`config.mk`:
```
export PLATFORM = sky130hd
export DESIGN_NAME = genius_btn_encoder
export DESIGN_NICKNAME = d
export VERILOG_FILES = /design/src/rtl/genius_btn_encoder.sv
export SDC_FILE = /design/constraint.sdc
export NUM_CORES = 1
export LEC_CHECK = 0
export BUFFER_PORTS_ARGS = -buffer_cell sky130_fd_sc_hd__buf_2
export CORE_MARGIN = 1.5
export CORE_UTILIZATION = 52
export DETAILED_ROUTE_END_ITERATION = 16
export GPL_TIMING_DRIVEN = 0
export PLACE_DENSITY = 0.73
export SKIP_LAST_GASP = 1
export SLEW_MARGIN = 5
export SYNTH_ARGS = -nofsm -noshare
export SYNTH_HDL_FRONTEND = slang
export SYNTH_SLANG_ARGS = --single-unit
```
`constraint.sdc`:
```
create_clock -name clock -period 1.6 [get_ports clock]
set_input_delay 0.08 -clock clock [delete_from_list [all_inputs] [get_ports clock]]
set_output_delay 0.08 -clock clock [all_outputs]
set_load 0.005 [all_outputs]
```
`src/rtl/genius_btn_encoder.sv`:
```
// Purpose: player-side button front end for the Genius game. It synchronises and debounces
//          the three raw buttons, rejects chords, and emits one 2-bit code per physical press.
// Latency: a clean press raises press_valid DEBOUNCE_CYCLES+3 edges after the first edge
//          that samples it. press_ready in the same cycle as press_valid accepts it at the next edge.
// Backpressure: the press is held in EMIT with code frozen until press_ready.
//          No second press is taken until release has been stable.
// Ports:
//   clock, reset (sync, active-low) | btn[2:0] raw buttons, btn[i] -> code i
//   enable: accept new presses | press_ready: consumer takes press_code this cycle
//   press_valid/press_code: offered press (3 = chord) | busy: FSM not in IDLE
module genius_btn_encoder #(
    parameter int DEBOUNCE_CYCLES = 50000,
    parameter int CNT_W           = 16,
    parameter bit BTN_ACTIVE_LOW  = 1'b1
) (
    input  logic       clock,
    input  logic       reset,
    input  logic [2:0] btn,
    input  logic       enable,
    input  logic       press_ready,
    output logic       press_valid,
    output logic [1:0] press_code,
    output logic       busy
);

    typedef enum logic [1:0] {
        S_IDLE    = 2'd0,
        S_PRESS   = 2'd1,
        S_EMIT    = 2'd2,
        S_RELEASE = 2'd3
    } state_t;

    localparam logic [CNT_W-1:0] CNT_MAX = CNT_W'(DEBOUNCE_CYCLES - 1);
    localparam logic [2:0]       POL     = BTN_ACTIVE_LOW ? 3'b111 : 3'b000;

    state_t           r_state;
    state_t           w_state_nxt;
    logic [2:0]       r_sync1;
    logic [2:0]       r_sync2;
    logic [2:0]       r_lp;
    logic [2:0]       w_lp_nxt;
    logic [CNT_W-1:0] r_cnt;
    logic [CNT_W-1:0] w_cnt_nxt;
    logic [CNT_W-1:0] w_cnt_inc;
    logic             r_valid;
    logic             w_valid_nxt;
    logic [1:0]       r_code;
    logic [1:0]       w_code_nxt;
    logic [2:0]       w_btn_norm;
    logic [2:0]       w_p;
    logic             w_same;
    logic             w_stable;
    logic [1:0]       w_lp_code;

    // Polarity is normalised ahead of the synchroniser.
    // An all-zero reset value then means "released" regardless of board polarity.
    assign w_btn_norm = btn ^ POL;
    assign w_p        = r_sync2;

    assign w_same    = (w_p == r_lp);
    assign w_stable  = w_same && (r_cnt == CNT_MAX);
    assign w_cnt_inc = (r_cnt == CNT_MAX) ? r_cnt : r_cnt + CNT_W'(1);

    // Single button -> its index; anything else that got latched is a chord.
    always_comb begin
        w_lp_code = 2'd3;
        case (r_lp)
            3'b001:  w_lp_code = 2'd0;
            3'b010:  w_lp_code = 2'd1;
            3'b100:  w_lp_code = 2'd2;
            default: w_lp_code = 2'd3;
        endcase
    end

    always_comb begin
        w_state_nxt = r_state;
        w_lp_nxt    = r_lp;
        w_cnt_nxt   = w_same ? w_cnt_inc : '0;
        w_valid_nxt = r_valid;
        w_code_nxt  = r_code;
        case (r_state)
            S_IDLE: begin
                if (enable && (w_p != 3'b000)) begin
                    w_lp_nxt    = w_p;
                    w_cnt_nxt   = '0;
                    w_state_nxt = S_PRESS;
                end
            end
            S_PRESS: begin
                if (w_p == 3'b000) begin
                    // Bounce back to released before the level was accepted.
                    w_lp_nxt    = 3'b000;
                    w_state_nxt = S_IDLE;
                end else if (!w_same) begin
                    // Pattern changed (e.g. chord forming): debounce the new pattern.
                    w_lp_nxt  = w_p;
                    w_cnt_nxt = '0;
                end else if (!enable) begin
                    // The game stopped listening, so drop the press.
                    // It must still be released before the next press.
                    w_lp_nxt    = 3'b000;
                    w_cnt_nxt   = '0;
                    w_state_nxt = S_RELEASE;
                end else if (w_stable) begin
                    w_valid_nxt = 1'b1;
                    w_code_nxt  = w_lp_code;
                    w_state_nxt = S_EMIT;
                end
            end
            S_EMIT: begin
                if (press_ready) begin
                    w_valid_nxt = 1'b0;
                    w_lp_nxt    = 3'b000;
                    w_cnt_nxt   = '0;
                    w_state_nxt = S_RELEASE;
                end
            end
            S_RELEASE: begin
                // lp is zero here, so "stable" means released for the full debounce window.
                if (w_stable) begin
                    w_state_nxt = S_IDLE;
                end
            end
            default: begin
                w_state_nxt = S_IDLE;
            end
        endcase
    end

    always_ff @(posedge clock) begin
        if (!reset) begin
            r_state <= S_IDLE;
            r_sync1 <= 3'b000;
            r_sync2 <= 3'b000;
            r_lp    <= 3'b000;
            r_cnt   <= '0;
            r_valid <= 1'b0;
            r_code  <= 2'd0;
        end else begin
            r_state <= w_state_nxt;
            r_sync1 <= w_btn_norm;
            r_sync2 <= r_sync1;
            r_lp    <= w_lp_nxt;
            r_cnt   <= w_cnt_nxt;
            r_valid <= w_valid_nxt;
            r_code  <= w_code_nxt;
        end
    end

    assign press_valid = r_valid;
    assign press_code  = r_code;
    assign busy        = (r_state != S_IDLE);

endmodule

```
# --- Word-level counts from Yosys, hierarchy flattened ---
# Cells that the tools add are included.
totals:
  regBits: 30
  in_bits: 7
  output_inout_bits: 4
  word_cells: 69
classes:
  n_addsub: 1
  n_eq_ne: 18
  muxes: 29
  bitwise_logic: 2
  n_reduce_logical: 12
op_table:
  columns: ["cell", "count"]
  rows:
  - ["16-bit 2-to-1 mux", 7]
  - ["16-bit one-hot mux with 3 select lines", 1]
  - ["16-bit by 1-bit adder with 16-bit output (second input constant)", 1]
  - ["16-bit == test (second input constant)", 1]
  - ["3-bit 2-to-1 mux", 5]
  - ["2-bit 2-to-1 mux", 7]
  - ["2-bit != test (second input constant)", 7]
  - ["5-bit AND reduction", 2]
  - ["3-bit one-hot mux with 3 select lines", 1]
  - ["4-bit != test (second input constant)", 2]
  - ["2-bit one-hot mux with 4 select lines", 1]
  - ["2-bit one-hot mux with 3 select lines", 1]
  - ["6-bit AND reduction", 1]
  - ["3-bit nonzero test", 2]
  - ["1-bit 2-to-1 mux", 5]
  - ["2-bit == test (second input constant)", 2]
  - ["4-bit AND reduction", 1]
  - ["2-bit nonzero test", 2]
  - ["3-bit by 1-bit == test with 1-bit output (second input constant)", 1]
  - ["3-bit by 2-bit == test with 1-bit output (second input constant)", 1]
  - ["3-bit == test", 1]
  - ["3-bit == test (second input constant)", 1]
  - ["3-bit zero test", 1]
  - ["3-bit != test (second input constant)", 1]
  - ["other kinds (6)", 7]

# --- Logic depth before layout (Yosys ltp) ---
# Gate-level depths: netlist (run 1).
logic_depth:
  ltp_word: 7
  ltp_mapped: 8
  mapped_depth_nobuf: 7

# --- Worst setup path before layout (run 1) ---
# No wires, ideal clock.
synth_path:
  path_type: "reg-to-reg"
  start: "register r_state[0]"
  end: "register r_cnt[0]"
  setup_time_ps: 128
  t_arrival_ps: 1673
  required_time_ps: 1472
  path_slack_ps: -200
  path_stages_with_launch: 9
  n_path_buf: 1
  synth_period_minus_slack_ps: 1800
  path_cell_list: "dfxtp_1 > inv_1 > ha_1 > nor2b_1 > a21oi_1 > nand3b_1 > nand3_1 > clkbuf_1 > nor2_1"
synth_via:
  elab_chain_len: 2
  word_cells_on_any_way: 4
  classes_between: "eq/ne (2); mux (1); reduce/logical (1)"
synth_lines:
  columns: ["item", "line_no", "source"]
  rows:
  - ["from (decl)", "36", "state_t r_state;"]
  - ["from (signal assigned)", "140", "r_state <= w_state_nxt;"]
  - ["2-bit == test, or another cell as far along", "81", "case (r_state)"]
  - ["16-bit one-hot mux with 3 select lines (*)", "81", null]
  - ["to (signal assigned)", "144", "r_cnt <= w_cnt_nxt;"]
  - ["to (decl)", "42", "logic [CNT_W-1:0] r_cnt;"]
# Mark *: on every way between the ends. The rest lies on a longest branch, timed or not.
# A chain may end at the register's enable or synchronous reset.

==> run_results.csv, run 1 <==
group,metric,value,unit
flow_run,cap_violations,0,
die,die_y,56.2,um
critical_path,crit_type,"register to register",
die,initial_core_util,54.3,%
yosys,yosysTopAreaCellShare,40.8,%
placed_design,gp_congestion,0.901,
die,fp-row-count,19,
die,fp.coreArea,2710,um^2
yosys,ys_warn_count,0,
timing,drv_slew,0,
min_path,min_path_type,"input port to register",
placed_design,placed_cell_area,1590,um^2
clock_network,cts.sinks,30,
timing,clock_skew,0.0236,ns
yosys,syn_inst,167,
cells_and_area,design_area,1960,um^2
drt,wl_per_cell,14.3,um
cells_and_area,layout.nets,212,
power_and_ir_drop,ir_drop,0.783,mV
global_route,grt-ovfl-total,0,
critical_path,slowest_stage,"or3_4",
timing,rsz0062_at_grt,"true",
clock_network,cts_tree,"built",
yosys,syn_nets,180,
yosys,syn_area,1470,um^2
min_path,hold_path.startpoint,"reset",
cells_and_area,layout-drive-gt1-share,37.5,%
critical_path,path_delay_family,"simple AND/OR/NAND/NOR gates",
timing,fin_ws,-0.0272,ns
placed_design,pre_cts_ws,-0.215,ns
die,dieArea,3160,um^2
drt,drc,0,
critical_path,path_max_fanout,5,
timing,finalSetupTns,-0.0417,ns
global_route,grt_pass1_wl,5240,um
cells_and_area,syn_to_final_growth,33.2,%
yosys,ys_types,36,
yosys,synth_seq_cells,30,
drt,via_count,1315,
status,violations,"negative setup slack",
global_route,antenna_found_initial,0,
critical_path,crit_required,1.82,ns
timing,fmax,615,MHz
yosys,synth_area_leader_cell,"dfxtp_1",
critical_path,crit_path_cell_trace,"inv_4, ha_4, o31a_1, nand2_2, or3_4, nor3_4, nor3_2",
cells_and_area,antenna-diode-count,0,
timing,setup_viol,2,
clock_network,clkTransAtPathRegs,0.12,ns
critical_path,endpoint_kind,"register",
power_and_ir_drop,finalPower,1.71,mW
critical_path,startpoint_type,"register",
clock_network,clock_latency,0.35,ns
clock_network,cts_made_buffers,5,
die,io_pins,11,
clock_network,cts-root-buf,"clkbuf_4",
die,fp.dieW,56.2,um
drt,vias_per_cell,5.69,
timing,min_period,1.63,ns
yosys,synthTopCellsByArea,"dfxtp_1 (41%), xnor2_1 (7.7%), nor2_1 (6.1%)",
critical_path,critPathBufInv,1,
power_and_ir_drop,power_leakage,0.736,nW
global_route,grt_max_degree,11,
status,status,"finished with violations",
drt,antenna_left,0,
critical_path,slowest_delay,0.42,ns
placed_design,port_buffers,10,
global_route,grt_pass1_vias,1239,
drt,first_iter_violations,39,
critical_path,arrival,1.85,ns
timing,maxSlewHeadroom,70.0,%
yosys,ys_seq_area_share,40.8,%
clock_network,htree_levels,2,
power_and_ir_drop,p_per_area,874,nW/um^2
timing,hold_viol,0,
global_route,track_usage,21.3,%
timing,period_share,102,%
clock_network,clock_path_buffers,2,
yosys,postSynthAreaPerCell,8.81,um^2
timing,tightest_slew,0.446,ns
drt,drt_pre_antenna_iters,4,
placed_design,dpl.hpwl,2020,um
drt,routed_wl,3310,um
==> final cells by class <==
class	instances	area (um^2)
clock buffers	6	51.3
fillers	202	749
clock inverters	2	12.5
repair buffers	25	180
plain buffers	2	17.5
flip-flops and latches	30	627
inverters	7	28.8
multi-input cells	128	1000
well taps	31	38.8
==> flip-flops by register name, summed over array words and instances (netlist names), named ones only <==
register     count
r_cnt           16
r_lp             3
r_sync1          3
r_sync2          3
press_code       2
press_valid      1
r_state          1
==> where the power goes <==
part           internal (mW)  total (mW)  switching (mW)
Clock                  0.211       0.487           0.276
Combinational          0.200       0.408           0.209
Sequential             0.778       0.818          0.0398
Total                   1.19        1.71           0.525
==> final timing paths <==
check | to | slack (ns) | cells after the start
min reg2reg | r_sync2[2] | 0.42 | 1
min | r_cnt[7] | 0.07 | 3
max reg2reg | press_code[1] | -0.03 | 7
max | press_code[1] | -0.03 | 7
==> per-stage QoR <==
step / std cells / hold slack (ns) / utilization, %
global placement: 208 / 0.237 / 58.5
floorplan: 167 / 0.152 / -
CTS: 228 / 0.0503 / 67.8
finish: 231 / 0.0682 / 72.3
global route: 231 / 0.0636 / 72.3
detailed placement: 208 / 0.238 / 58.5
==> cell usage in the layout, fill, tap and decap left out, drive strengths merged, types with 3 or more instances in the layout <==
cell / synthesis / routed
a21oi: 3 / 3
xor2: 6 / 6
nor3: 8 / 8
xnor2: 13 / 13
nand4: 3 / 3
clkbuf: 2 / 8
dfxtp: 30 / 30
nor4: 3 / 3
ha: 6 / 6
nand2: 20 / 20
nor2b: 3 / 3
nor2: 24 / 24
mux2i: 5 / 5
buf: 0 / 21
dlygate4sd3: 0 / 4
inv: 7 / 7
and2: 3 / 3
nand3: 9 / 9
==> timing repair <==
action	CTS	global route
hold endpoints to repair	4	0
gates resized for setup	25	23
pin swaps	4	11
hold buffers	4	0
setup buffers	8	3
endpoints found under the setup margin	20	23
==> kinds of logic (layout without fill, tap and decap cells) <==
logic type | count (synthesis) | after routing | share of synthesized area [%]
flip-flops | 30 | 30 | 40.8
multiplexers | 5 | 5 | 3.40
AO/OA/AOI/OAI | 15 | 15 | 6.80
AND/OR/NAND/NOR | 83 | 83 | 30.3
buffers and inverters | 9 | 42 | 2.30
XOR/XNOR | 19 | 19 | 11.3
adder cells (fa/ha/maj) | 6 | 6 | 5.10
==> Yosys cell counts (all sizes together) <==
master,count
a211o,1
a21oi,3
a31oi,2
a41oi,1
and2,3
and3,2
and4,1
and4b,1
and4bb,1
clkbuf,2
dfxtp,30
ha,6
inv,7
mux2i,5
nand2,20
nand3,9
nand3b,1
nand4,3
nor2,24
nor2b,3
nor3,8
nor4,3
o2111ai,1
o21ai,2
o22ai,2
o31a,1
o31ai,2
or2,1
or3,2
or4,1
xnor2,13
xor2,6
==> tightest hold or removal path, delay by kind of cell <==
family                 cells  cell delay (ns)
AND/OR/NAND/NOR            2             0.15
buffers and inverters      1             0.13
==> layer usage <==
metal	part of all wire, %	global-route usage (%)
met5	0	0
met4	1.6	13.3
met3	4.7	4.88
met2	49	34.5
met1	45	25.5
No activity file was read; power rests on OpenSTA's default activity.
==> run 2, diff against run 1 <==
Settings changed: BUFFER_PORTS_ARGS -buffer_cell sky130_fd_sc_hd__buf_2 to default, CORE_MARGIN 1.5 to 2, CORE_UTILIZATION 52 to 55, DONT_BUFFER_PORTS from default to 1.
==> run_results.csv, run 2 (synthesis results as in run 1) <==
group,metric,value,unit
clock_network,cts_made_buffers,5,
status,status,"finished with violations",
global_route,grt_pass1_vias,1198,
cells_and_area,finish.utilization,76.6,%
power_and_ir_drop,power_leakage,0.704,nW
cells_and_area,max_flop_register,"r_cnt",
cells_and_area,layout-drive-gt1-share,32.0,%
cells_and_area,antenna-diode-count,0,
placed_design,port_buffers,0,
die,fp-row-count,18,
die,io_pins,11,
timing,period_share,101,%
clock_network,cts.sinks,30,
drt,routed_wl,3290,um
drt,drc,0,
clock_network,clock_path_buffers,2,
timing,rsz0062_at_grt,"true",
status,violations,"negative setup slack",
timing,fmax,620,MHz
drt,antenna_left,0,
cells_and_area,fillers,163,
die,fp.coreArea,2500,um^2
global_route,antenna_found_initial,0,
global_route,track_usage,22.5,%
power_and_ir_drop,ir_drop,0.768,mV
die,fp.dieW,55.7,um
timing,hold_viol,0,
critical_path,crit_required,1.85,ns
cells_and_area,largest_register_ffs,16,
drt,vias_per_cell,5.67,
critical_path,startpoint_type,"register",
clock_network,cts_tree,"built",
cells_and_area,syn_to_final_growth,30.1,%
timing,tightest_slew,0.402,ns
timing,setup_viol,2,
drt,via_count,1271,
timing,min_period,1.61,ns
die,initial_core_util,58.9,%
flow_run,cap_violations,0,
drt,drt_pre_antenna_iters,4,
timing,maxSlewHeadroom,73.2,%
placed_design,dpl.hpwl,2020,um
critical_path,arrival,1.87,ns
global_route,grt_max_degree,11,
clock_network,cts-root-buf,"clkbuf_4",
die,dieArea,3110,um^2
placed_design,gp_congestion,0.828,
die,die_y,55.7,um
drt,first_iter_violations,47,
critical_path,endpoint_kind,"register",
power_and_ir_drop,p_per_area,879,nW/um^2
clock_network,clkTransAtPathRegs,0.11,ns
timing,clock_skew,0.0174,ns
drt,wl_per_cell,14.7,um
critical_path,crit_type,"register to register",
cells_and_area,layout.nets,206,
cells_and_area,most-common-layout-cells,"nor2_1 (23), nand2_1 (19), dfxtp_1 (16)",
timing,fin_ws,-0.0137,ns
critical_path,path_max_fanout,5,
clock_network,clock_latency,0.34,ns
min_path,min_path_type,"input port to register",
global_route,grt_pass1_wl,5510,um
clock_network,htree_levels,2,
timing,hold_slack,0.0399,ns
timing,drv_slew,0,
global_route,grt-ovfl-total,0,
cells_and_area,final_common_cell,"nor2_1",
[run 2: changes by cell type in the layout (fill, tap and decap cells not counted), sizes merged]
cell / previous run / this run
buf: 21 / 11
dlygate4sd3: 4 / 8
clkbuf: 8 / 9
clkinvlp: 1 / 0
[run 2: per-layer routing]
metal / track usage, % / vias to the layer above / share of wire [%]
met3: 7.44 / 4 / 4.1
met4: 6.27 / 0 / 0.85
met1: 29.2 / 607 / 47
li1: - / 628 / -
met5: 0 / - / 0
met2: 35.7 / 32 / 48
[run 2: final timing paths]
path	from	end	slack (ns)	cells past startpoint
worst max-delay path	register	press_code[0]	-0.01	7
worst min-delay path	reset	r_cnt[4]	0.04	3
worst max register to register	register	press_code[0]	-0.01	7
worst min register to register	r_sync1[1]	r_sync2[1]	0.44	1
[run 2: through the flow]
step                      instances  area, um^2  setup WS [ns]  power, mW  setup TNS [ns]
final                           224        1910        -0.0137       1.68         -0.0212
after global routing            224        1910        -0.0391       1.76          -0.197
after CTS                       220        1810      -0.000382       1.64       -0.000382
after detailed placement        197        1530         -0.229       1.08           -2.78
after global placement          197        1530         -0.155       1.07           -1.82
after floorplan                 167        1500         0.0110       1.03               0
[run 2: worst max-delay path, cell delays in order (launching register included)]
cell and delay [ns]:
dfxtp_4 0.38, inv_4 0.06, ha_4 0.15, o31a_1 0.18
nand2_2 0.06, or3_4 0.41, nor2b_4 0.14, nor3_1 0.14
[run 2: timing repair]
item | CTS | global route
buffers inserted | 7 | 4
pin swaps | 4 | 4
endpoints found under the hold margin | 5 | 0
endpoints found under the setup margin | 20 | 24
gates resized for setup | 25 | 17
hold buffers | 8 | 0
cloned | 0 | 0
[run 2: layout make-up]
type | count | area [um^2] | area share, %
Buffer | 2 | 17.5 | 0.915
Clock buffer | 7 | 55.1 | 2.88
Clock inverter | 1 | 5.00 | 0.261
Inverter | 7 | 28.8 | 1.50
Multi-Input combinational cell | 128 | 980 | 51.2
Sequential cell | 30 | 628 | 32.8
Tap cell | 30 | 37.5 | 1.96
Timing Repair Buffer | 19 | 163 | 8.50
[run 2: power breakdown]
part	switching (mW)	internal, mW
Sequential	0.0397	0.778
Clock	0.259	0.213
Combinational	0.199	0.193
Total	0.498	1.18
